<file path="src/rtl/output_memory_writer.sv">
// Result-tile writer: takes a C tile base/stride, captures an NxN tile,
// and streams it to output memory as P-element row-major beats.
module output_memory_writer #(
  parameter int DATA_WIDTH = 8,
  parameter int N = 4,
  parameter int MULTIPLY_DATA_WIDTH = 2*DATA_WIDTH,
  parameter int ACCUM_DATA_WIDTH = 16,
  parameter int OUT_WIDTH =
    MULTIPLY_DATA_WIDTH+ACCUM_DATA_WIDTH,
  parameter int MAX_MATRIX_LENGTH = 4096,
  parameter int STRIDE_BITS = $clog2(MAX_MATRIX_LENGTH+1),
  parameter int MEMORY_ADDRESS_BITS = 64,
  parameter int PARALLEL_DATA_STREAMING_SIZE = 4
) (
  input  logic clk,
  input  logic reset,
  input  logic instruction_valid,
  output logic instruction_ready,
  input  logic [MEMORY_ADDRESS_BITS-1:0] address_input,
  input  logic [STRIDE_BITS-1:0] stride_input,
  input  logic result_valid,
  output logic result_ready,
  input  logic [N-1:0][N-1:0][OUT_WIDTH-1:0] result_data,
  output logic memory_write_valid,
  input  logic memory_write_ready,
  output logic [MEMORY_ADDRESS_BITS-1:0] memory_write_address,
  output logic [PARALLEL_DATA_STREAMING_SIZE-1:0][OUT_WIDTH-1:0]
    memory_write_bus,
  output logic tile_done
);

  localparam int P = PARALLEL_DATA_STREAMING_SIZE;
  localparam int CHUNKS = N / P;
  localparam int AW = MEMORY_ADDRESS_BITS;
  localparam int RW = (N > 1) ? $clog2(N) : 1;
  localparam int CLW = RW;
  localparam int CW = (CHUNKS > 1) ? $clog2(CHUNKS) : 1;

  if (N % PARALLEL_DATA_STREAMING_SIZE != 0) begin : g_bad_p
    $error("N must be a multiple of PARALLEL_DATA_STREAMING_SIZE");
  end

  typedef enum logic [1:0] {
    IDLE,
    WAIT_DATA,
    WRITE
  } state_e;

  state_e state_q, state_d;
  logic [RW-1:0] row_q, row_d;
  logic [CW-1:0] chunk_q, chunk_d;
  logic [AW-1:0] row_base_q, row_base_d;
  logic [STRIDE_BITS-1:0] stride_q, stride_d;
  logic [N-1:0][N-1:0][OUT_WIDTH-1:0] tile_q, tile_d;
  logic done_q, done_d;

  always_ff @(posedge clk or negedge reset) begin
    if (!reset) begin
      state_q    <= IDLE;
      row_q      <= '0;
      chunk_q    <= '0;
      row_base_q <= '0;
      stride_q   <= '0;
      tile_q     <= '0;
      done_q     <= 1'b0;
    end else begin
      state_q    <= state_d;
      row_q      <= row_d;
      chunk_q    <= chunk_d;
      row_base_q <= row_base_d;
      stride_q   <= stride_d;
      tile_q     <= tile_d;
      done_q     <= done_d;
    end
  end

  always_comb begin
    state_d    = state_q;
    row_d      = row_q;
    chunk_d    = chunk_q;
    row_base_d = row_base_q;
    stride_d   = stride_q;
    tile_d     = tile_q;
    done_d     = 1'b0;
    unique case (state_q)
      IDLE: begin
        if (instruction_valid) begin
          row_base_d = address_input;
          stride_d   = stride_input;
          row_d      = '0;
          chunk_d    = '0;
          state_d    = WAIT_DATA;
        end
      end
      WAIT_DATA: begin
        if (result_valid) begin
          tile_d  = result_data;
          state_d = WRITE;
        end
      end
      WRITE: begin
        if (memory_write_ready) begin
          if (chunk_q == CW'(CHUNKS-1)) begin
            // row advance by accumulation, no multiplier
            chunk_d    = '0;
            row_d      = row_q + 1'b1;
            row_base_d = row_base_q + AW'(stride_q);
            if (row_q == RW'(N-1)) begin
              state_d = IDLE;
              done_d  = 1'b1;
            end
          end else begin
            chunk_d = chunk_q + 1'b1;
          end
        end
      end
      default: state_d = IDLE;
    endcase
  end

  assign instruction_ready  = (state_q == IDLE);
  assign result_ready       = (state_q == WAIT_DATA);
  assign memory_write_valid = (state_q == WRITE);
  assign tile_done          = done_q;

  assign memory_write_address =
    row_base_q + AW'(chunk_q) * AW'(P);

  always_comb begin
    for (int p = 0; p < P; p++) begin
      memory_write_bus[p] =
        tile_q[row_q][CLW'(int'(chunk_q) * P + p)];
    end
  end

endmodule

</file>
<file path="config.mk">
export PLATFORM = sky130hd
export DESIGN_NAME = output_memory_writer
export DESIGN_NICKNAME = d
export VERILOG_FILES = /design/src/rtl/output_memory_writer.sv
export SDC_FILE = /design/constraint.sdc
export NUM_CORES = 1
export LEC_CHECK = 0
export CORE_AREA = 2 2 308 310
export CTS_CLUSTER_DIAMETER = 150
export DETAILED_ROUTE_END_ITERATION = 7
export DIE_AREA = 0 0 310 312
export GPL_ROUTABILITY_DRIVEN = 1
export PLACE_DENSITY = 0.52
export SYNTH_ARGS = -nofsm -noshare
export SYNTH_HDL_FRONTEND = slang
export SYNTH_SLANG_ARGS = --single-unit
</file>
<file path="constraint.sdc">
create_clock -name clk -period 3.3 [get_ports clk]
set_input_delay 0.825 -clock clk [delete_from_list [all_inputs] [get_ports clk]]
set_output_delay 0.825 -clock clk [all_outputs]
set_load 0.01 [all_outputs]
</file>
# Word level (Yosys, flattened, before mapping)

Cells that the tools add are included.

Register bits after elaboration: 595
Bits of input ports: 594
Output and inout port bits: 196
Word-level logic and storage cells: 81

Add/subtract/negate cells: 7
Order comparisons: 4
Equal/unequal tests: 8
Mux-type cells: 33
Reduce and logical (&&, ||, !) cells: 7

Operators by type and width:

| kind                   | number |
|---|---|
| $bmux W128 S2          | 1 |
| $bmux W32 S2           | 3 |
| $mux W32               | 6 |
| $mux W64               | 3 |
| $mux W128              | 1 |
| $pmux W64 S2           | 1 |
| $add A64 B13 Y64       | 1 |
| $add A64 B3 Y64        | 1 |
| $mux W2                | 8 |
| $lt A2 B4 Y1 const B   | 3 |
| $mux W1                | 7 |
| $ne A2 B2 Y1 const B   | 3 |
| $pmux W2 S3            | 1 |
| $reduce_and A5 Y1      | 1 |
| $add A1 B1 Y2 const AB | 2 |
| $eq A2 B2 Y1 const B   | 2 |
| $ne A2 B1 Y1 const B   | 2 |
| $pmux W2 S2            | 1 |
| $reduce_and A2 Y1      | 2 |
| $reduce_and A4 Y1      | 1 |
| $lt A2 B3 Y1 const B   | 1 |
| $reduce_and A3 Y1      | 1 |
| $add A1 B2 Y2 const AB | 1 |
| $add A2 B1 Y2 const B  | 1 |
| other kinds (5)        | 5 |

# Logic depth before layout (Yosys ltp)

Gate-level depths: netlist of run 1.

Depth in word-level cells: 5
Mapped depth: 9
Mapped depth without buffers: 8

# Worst setup path after synthesis of run 1

OpenSTA, ideal clock, no wires.

Kind: register to output
From: register row_q[0]
To: output port memory_write_bus[26] (netlist name)
Arrival time: 1.764 ns
Data required time: 2.475 ns
Path slack: 0.711 ns
Cell stages (with the launch flop): 4
Path buffers: 2
Path through: dfrtp_1 buf_2 buf_1 mux4_2

RTL lines:

| element                  | RTL line | source |
|---|---|---|
| start: declaration       | 50       | `logic [RW-1:0] row_q, row_d;` |
| start signal: assignment | 68       | `row_q <= row_d;` |
| end: declaration         | 28       | `memory_write_bus,` |

==> results.toml, run 1 <==
[place]
place_inst = 3092
place_congestion = 0.866
dp_hpwl_um = 47500
pre_cts_slack_ns = 0.0823
placement.io_buffers = 469

[critical_path]
path_max_fanout = 10
r2r_slack_ns = 0.15
r2r_start = "row_base_q[0]"
cp_cell_sequence = "buf_12 > buf_16 > mux4_2 > clkdlybuf4s50_1"
path_class = "reg -> out"
cp-start-kind = "flip-flop"
reg2regPathDepth = 10
crit_family = "buffers and inverters"
cp-end-kind = "output pin"
arrival_ns = 2.38
worstReg2RegEnd = "row_base_q[30]"
worst_ep_required_time_ns = 2.47
cp_slowest_cell = "mux4_2"
cp_slowest_stage_delay_ns = 0.52
cp_num_buf_inv = 3

[worst_hold_path]
worstHoldPathType = "in -> async"

[final_layout]
stdcell_count = 3190
layout.nets = 2514
fin_util_pct = 27.1
area_growth_pct = 47.9
drive_gt1_share_pct = 26.8

[sta]
setup_tns_ns = 0
rsz0062_at_grt = "no"
max_freq_mhz = 312
slew_violations = 0
finalCritPeriodShare_pct = 97.0
setup_slack_ns = 0.0988
hold_viol_final = 0
maxSlewHeadroom_pct = 46.0
finalSetupViolations = 0
worst_pin_slew_ns = 0.811
timing.final.crit_period_ns = 3.20
fin_skew_ns = 0.0137

[floorplan]
dieArea_mm2 = 0.0967
floorplan.initialDensity_pct = 18.3
fp.dieH_um = 312
fp.dieW_um = 310
core_mm2 = 0.0930
rows = 112
ios = 790

[clock_network]
clockBufferDepth = 3
cts_tree = "done"
clkTransAtPathRegs_ns = 0.06
cts_max_level = 2
cts_sinks = 338
numCtsBuffers = 43
clock-root-buffer = "clkbuf_16"
clock_latency_ns = 0.58
hold_buffers = 0

[route]
wl_per_cell_um = 19.7
ant_nets = 0
drc_errors = 0
vias_per_cell = 4.25
drt_iter0_drc = 860
dr.pass1.iters = 6
totalWireLength_um = 62800
route.vias.total = 13500

[power]
ir_drop_v = 0.000466
power.share.switching_pct = 35.9
p_sw_mw = 8.44
power_per_cell_area_mw_per_mm2 = 933
total_power_mw = 23.5
power.internal_mw = 15.1
seqPwrFrac_pct = 33.2
pwr-share-comb_pct = 45.8
leakage_nw = 10.2
clkPwrFrac_pct = 20.9

[synth]
synth-seq-area-share_pct = 49.6
synth.cell_area_mm2 = 0.0171
synthCells = 1380
async_flop_share_pct = 100
ys_types = 81
syn_area_per_cell_um2 = 12.4
ys.warnings.count = 0
ys_seq_elements = 338
synth_edf_count = 0
ys_dominant_reg_cell = "dfrtp_1"

[grt]
grt_pass1_wl_um = 94700
grt_overflow_total = 0
antenna_found_initial = 6
grt_pass1_vias = 14700
grt_max_degree = 84
grtUsageTotal_pct = 12.8

[flow_run]
cap_violations = 0

[outcome]
outcome = "finished, final reports clean"
kinds of logic after synthesis:
kind of cell    synth area share [%]
compound gates                  7.64
flops                           49.6
xor+xnor                       0.462
fa+ha+maj                       1.14
simple gates                    10.2
other cells                   0.0220
buf+inv                         5.18
mux                             25.8
power by group through the flow:
stage          Combinational [mW]  Clock (mW)  Sequential (mW)
3_5_place_dp                 10.8           0             7.97
3_3_place_gp                 10.6           0             7.80
2_1_floorplan                6.15           0             7.45
4_1_cts                      11.0        5.12             7.83
6_report                     10.8        4.93             7.82
5_1_grt                      11.7        5.29             8.11
sequential cells by signal (all words and copies together), names as in the netlist:
signal and count:
row_q 2, state_q 2, stride_q 13, tile_q 256
row_base_q 64, tile_done 1
how the worst max path moves through the flow:
stage | start | to | cells after the start
6_report | row_q[0] | memory_write_bus[37] | 4
3_3_place_gp | row_base_q[0] | row_base_q[30] | 10
5_1_grt | row_q[0] | memory_write_bus[31] | 5
4_1_cts | row_q[0] | memory_write_bus[54] | 4
2_1_floorplan | row_q[0] | memory_write_bus[26] | 3
3_5_place_dp | row_base_q[0] | row_base_q[30] | 10
metal layers:
metal / global-route usage [%] / wire, um / share of wire (%) / vias to the layer above
li1: - / - / - / 6069
met1: 15.6 / 25400 / 40 / 6799
met2: 21.3 / 30000 / 48 / 559
met3: 4.39 / 5800 / 9.2 / 106
met4: 3.45 / 1560 / 2.5 / 10
met5: 0 / 56 / 0.089 / -
cells in the final DEF (no fill, tap or decap), types with 42 or more instances in the layout:
master           netlist  layout
a21oi_1               42      42
buf_4                 64      79
clkbuf_16              0      43
clkdlybuf4s50_1        0     426
conb_1                 1      64
dfrtp_1              338     336
mux2_2               256     256
mux4_2                64      64
nand2_1              108     107
nor2_1                62      60
cell usage after synthesis, types with 3 or more instances:
cell type / n / area (um^2)
nand4b_1: 3 / 26.3
or2_2: 3 / 18.8
nor3_1: 27 / 135
and4_1: 8 / 70.1
a211oi_1: 23 / 173
nand2_1: 108 / 405
buf_1: 12 / 45.0
xnor2_1: 6 / 52.6
o311ai_0: 4 / 35.0
a21oi_1: 42 / 210
nand3_1: 36 / 180
a22oi_1: 4 / 30.0
mux2_2: 256 / 2880
a21o_1: 10 / 75.1
clkbuf_1: 66 / 248
clkbuf_8: 3 / 41.3
inv_1: 12 / 45.0
nor4_1: 14 / 87.6
o2111ai_1: 5 / 43.8
or3_1: 12 / 75.1
nand4_1: 19 / 119
mux4_2: 64 / 1440
dfrtp_1: 338 / 8460
nor2_1: 62 / 233
and3_1: 19 / 119
buf_4: 64 / 480
mux2i_1: 8 / 80.1
o211ai_1: 12 / 90.1
ha_1: 14 / 175
or4_1: 3 / 22.5
o21a_1: 7 / 52.6
a2bb2oi_1: 3 / 26.3
o22ai_1: 10 / 62.6
o21ai_0: 29 / 145
a311oi_1: 9 / 78.8
a31oi_1: 4 / 25.0
xor2_1: 3 / 26.3
layout make-up:
cell class	instances	area (um^2)
antenna	2	5.00
clock buffer	59	1250
clock inverter	15	245
fill	9704	67800
inverter	13	48.8
multi-input combinational	944	7980
sequential	338	8470
tap	1254	1570
timing repair buffer	565	5690
stage by stage:
stage	area, um^2	hold slack, ns
2_1_floorplan	17300	0.450
3_3_place_gp	23500	0.474
3_5_place_dp	23500	0.480
4_1_cts	25200	0.277
5_1_grt	25200	0.306
6_report	25200	0.284
what timing repair did:
action	4_1_cts	5_1_grt
pin swaps	0	0
gates cloned	2	0
buffers inserted	13	7
resized for setup	38	17
endpoints found under the setup margin	64	28
(Power assumes the default switching activity.)
==> run 2, diff against run 1 <==
Settings changed: CAP_MARGIN set to 30, TNS_END_PERCENT set to 10.
==> run 2 against run 1 <==
Against the previous run: highest routed layer unchanged; first-iteration DRC count is 3.4% lower; final cell count decreased by 0.44%; via count is 0.38% lower; largest cell class unchanged; flip-flop and latch count unchanged.
==> results.toml, run 2 (synthesized netlist as in run 1, its figures left out) <==
[outcome]
outcome = "finished, final reports clean"

[critical_path]
cp_num_buf_inv = 3
cp_cell_sequence = "buf_12 > buf_16 > mux4_2 > clkdlybuf4s50_1"
path_class = "reg -> out"
arrival_ns = 2.37
cp-end-kind = "output pin"
r2r_slack_ns = 0.16
reg2regPathDepth = 10
cp-start-kind = "flip-flop"
crit_family = "buffers and inverters"
path_max_fanout = 10
cp_slowest_cell = "clkdlybuf4s50_1"
r2r_start = "row_base_q[0]"
worst_ep_required_time_ns = 2.47
worstReg2RegEnd = "row_base_q[60]"
cp_slowest_stage_delay_ns = 0.53

[flow_run]
cap_violations = 0

[route]
vias_per_cell = 4.25
dr.pass1.iters = 5
totalWireLength_um = 62600
wl_per_cell_um = 19.7
drt_iter0_drc = 831
drc_errors = 0
route.vias.total = 13500
ant_nets = 0

[power]
ir_drop_v = 0.000468
total_power_mw = 23.4
power_per_cell_area_mw_per_mm2 = 930
leakage_nw = 10.2

[grt]
antenna_found_initial = 6
grt_pass1_vias = 14700
grtUsageTotal_pct = 12.7
grt_overflow_total = 0
grt_max_degree = 84
grt_pass1_wl_um = 94300

[sta]
rsz0062_at_grt = "yes"
slew_violations = 0
finalCritPeriodShare_pct = 96.9
worst_pin_slew_ns = 0.820
timing.final.crit_period_ns = 3.20
hold_viol_final = 0
finalSetupViolations = 0
maxSlewHeadroom_pct = 45.4
hold_slack_ns = 0.287
fin_skew_ns = 0.0147
max_freq_mhz = 313

[clock_network]
cts_max_level = 2
clkTransAtPathRegs_ns = 0.06
cts_tree = "done"
clock-root-buffer = "clkbuf_16"
clockBufferDepth = 3
clock_latency_ns = 0.58
hold_buffers = 0
numCtsBuffers = 43
cts_sinks = 338

[floorplan]
rows = 112
ios = 790
fp.dieW_um = 310
fp.dieH_um = 312
floorplan.initialDensity_pct = 18.3
dieArea_mm2 = 0.0967
core_mm2 = 0.0930

[final_layout]
mostFrequentLayoutCells = "clkdlybuf4s50_1 (415), dfrtp_1 (336), mux2_2 (256)"
final_cell_area_mm2 = 0.0251
nFillCells = 9702
area_growth_pct = 47.2
fin_util_pct = 27.0
largest_reg_flops = 256
drive_gt1_share_pct = 26.3
layout.nets = 2500
layout_commonest_cell = "clkdlybuf4s50_1"
regMostFlops = "tile_q"
largestRegisters = "tile_q (256), row_base_q (64), stride_q (13)"

[place]
place_congestion = 0.866
dpl_cell_area_mm2 = 0.0235
dp_hpwl_um = 47500
placement.io_buffers = 469

[worst_hold_path]
worstHoldPathType = "in -> async"
==> run 2: cell type report <==
type	instances	area, um^2	area share, %
Antenna cell	2	5.00	0.0199
Sequential cell	338	8470	33.7
Clock buffer	59	1250	4.96
Tap cell	1254	1570	6.24
Multi-Input combinational cell	944	7980	31.8
Clock inverter	15	245	0.976
Timing Repair Buffer	551	5570	22.2
Inverter	13	48.8	0.194
==> run 2: layer usage <==
layer  up-vias  part of all wire (%)  track usage, %
met5         -                 0.089               0
li1       6033                     -               -
met3       112                   9.8            4.41
met4        10                   2.7            3.52
met1      6753                    40            15.5
met2       584                    48            21.2
==> run 2: repair_timing <==
| item | 4_1_cts | 5_1_grt |
|---|---|---|
| cloned | 1 | 0 |
| resized for setup | 46 | 23 |
| pin swaps | 0 | 0 |
| setup endpoints to repair | 64 | 29 |
| setup buffers | 7 | 0 |
==> run 2: worst max path at each step <==
stage                        startpoint                   end  slack, ns  cells past startpoint
after floorplan                row_q[0]  memory_write_bus[26]       0.71                      3
after global placement    row_base_q[0]        row_base_q[30]       0.12                     10
after detailed placement  row_base_q[0]        row_base_q[30]       0.08                     10
after CTS                      row_q[0]  memory_write_bus[41]      -0.08                      4
after global routing           row_q[0]  memory_write_bus[28]     -0.003                      4
final                          row_q[0]  memory_write_bus[28]       0.10                      4
==> run 2: metrics by stage <==
stage	setup WS, ns	TNS [ns]	instances
6_report	0.103	0	3176
2_1_floorplan	0.711	0	1443
4_1_cts	-0.0830	-0.382	3174
3_3_place_gp	0.116	0	3092
3_5_place_dp	0.0823	0	3092
5_1_grt	-0.00314	-0.00314	3175
==> run 2: worst register-to-register path, delay by kind of cell (launching register included) <==
kind	cells	cell delay, ns
AO/OA/AOI/OAI	3	0.85
buffers and inverters	2	0.43
adder cells (fa/ha/maj)	2	0.86
flip-flops	1	0.41
AND/OR/NAND/NOR	3	0.51
==> run 2: report_power, final <==
group | internal, mW | switching (mW)
logic | 5.72 | 4.87
registers | 6.27 | 1.58
clock network | 2.97 | 1.97
total | 15.0 | 8.41
==> run 3, diff against run 2 <==
==> constraint.sdc (replaced) <==
create_clock -name clk -period 3.3 [get_ports clk]
set_input_delay 0.66 -clock clk [delete_from_list [all_inputs] [get_ports clk]]
set_output_delay 0.66 -clock clk [all_outputs]
set_load 0.01 [all_outputs]
==> run 3 against run 2 <==
Against the previous run: critical path depth stayed put; maximum frequency rose by 0.31%; register-to-register slack better by 0.03 ns; wire length decreased by 1.9%; utilization shrank 0.17 points; non-clock buffer count decreased by 18; flip-flop and latch count unchanged; final cell count shrank 0.38%; sequential share of layout area up 0.22 points; clock power shrank 3%; critical path type unchanged; largest power group unchanged.
==> results.toml, run 3 (synthesized netlist as in run 1, its figures left out) <==
[final_layout]
drive_gt1_share_pct = 25.6
largest_reg_flops = 256
mostFrequentLayoutCells = "clkdlybuf4s50_1 (465), dfrtp_1 (336), mux2_2 (256)"
area_growth_pct = 46.3
largestRegisters = "tile_q (256), row_base_q (64), stride_q (13)"
regMostFlops = "tile_q"
layout_commonest_cell = "clkdlybuf4s50_1"
layout.nets = 2483

[clock_network]
cts_tree = "done"
clockBufferDepth = 3
numCtsBuffers = 44
clkTransAtPathRegs_ns = 0.06
cts_sinks = 338
cts_max_level = 2
clock_latency_ns = 0.60
clock-root-buffer = "clkbuf_16"

[worst_hold_path]
worstHoldPathType = "in -> async"

[place]
placement.io_buffers = 469
dp_hpwl_um = 46400
place_congestion = 0.850

[sta]
worst_pin_slew_ns = 0.865
finalSetupViolations = 0
maxSlewHeadroom_pct = 42.3
max_freq_mhz = 314
setup_tns_ns = 0
slew_violations = 0
hold_viol_final = 0
finalCritPeriodShare_pct = 96.6
fin_skew_ns = 0.0467
rsz0062_at_grt = "no"
timing.final.crit_period_ns = 3.19

[route]
totalWireLength_um = 61400
route.vias.total = 13400
drc_errors = 0
vias_per_cell = 4.24
wl_per_cell_um = 19.4
drt_iter0_drc = 738
dr.pass1.iters = 5
ant_nets = 0

[grt]
antenna_found_initial = 8
grt_max_degree = 89
grt_pass1_vias = 14300
grt_overflow_total = 0
grtUsageTotal_pct = 12.4
grt_pass1_wl_um = 92100

[critical_path]
cp-end-kind = "output pin"
crit_family = "buffers and inverters"
path_max_fanout = 16
cp_slowest_cell = "clkdlybuf4s50_1"
cp_num_buf_inv = 3
worst_ep_required_time_ns = 2.64
path_class = "reg -> out"
crit_start = "row_q[0]"
cp_cell_sequence = "buf_12 > buf_12 > mux4_2 > clkdlybuf4s50_1"
r2r_start = "row_base_q[0]"
crit_top_cell = "buf_12"
arrival_ns = 2.53
cp_slowest_stage_delay_ns = 0.60
cp-start-kind = "flip-flop"

[floorplan]
ios = 790
core_mm2 = 0.0930
dieArea_mm2 = 0.0967
fp.dieH_um = 312
fp.dieW_um = 310
rows = 112
floorplan.initialDensity_pct = 18.3

[power]
ir_drop_v = 0.000477
leakage_nw = 9.86
total_power_mw = 23.4
power_per_cell_area_mw_per_mm2 = 938

[flow_run]
cap_violations = 0

[outcome]
outcome = "finished, final reports clean"
run 3: cell count changes in the layout (fill, tap and decap cells not counted), sizes merged, moves of 3 or more:
cell,change
clkinv,+5
dlygate4sd2,-26
bufinv,-3
buf,-18
inv,+3
clkdlybuf4s50,+50
dlymetal6s2s,-21
clkbuf,+3
run 3: per-layer routing:
metal	up-vias	routed length (um)	global-route usage, %
li1	6013	-	-
met1	6750	24700	15.2
met2	552	29400	20.5
met3	86	5940	4.48
met4	12	1350	3.30
met5	-	80	0
run 3: final cells by class:
class | count | area, um^2
repair buffers | 533 | 5430
multi-input cells | 944 | 7990
clock buffers | 62 | 1270
diodes | 2 | 5.00
inverters | 13 | 48.8
fillers | 9645 | 68100
well taps | 1254 | 1570
clock inverters | 18 | 195
flip-flops and latches | 338 | 8470
run 3: final timing paths:
path / end / slack [ns] / depth (start not counted)
min in group clk: stride_q[10] / 0.48 / 2
worst min-delay path: tile_q[42] / 0.02 / 1
worst max-delay path: memory_write_bus[61] / 0.11 / 4
worst min register to register: stride_q[10] / 0.48 / 2
worst max register to register: row_base_q[30] / 0.19 / 10
max in group asynchronous: tile_q[14] / 2.33 / 2
run 3: power breakdown:
group | total [mW] | internal (mW) | switching [mW]
combinational | 10.8 | 5.94 | 4.84
sequential | 7.83 | 6.26 | 1.56
clock | 4.80 | 2.80 | 2.01
run 3: timing repair:
| item | in CTS | in global routing |
|---|---|---|
| hold buffers | 0 | 0 |
| cloned | 0 | 0 |
| gates resized for setup | 6 | 1 |
| setup buffers | 3 | 1 |
| endpoints found under the setup margin | 38 | 33 |
run 3: metrics by stage:
stage	std cells	util (%)	instance area [um^2]	hold WS (ns)	worst slack, ns
after floorplan	1443	-	17300	0.364	0.777
after global placement	3078	25.2	23400	0.474	0.194
after detailed placement	3078	25.2	23400	0.478	0.129
after CTS	3161	26.8	24900	0.00214	-0.0288
after global routing	3162	26.8	25000	0.0260	0.00405
final	3164	26.8	25000	0.0219	0.113
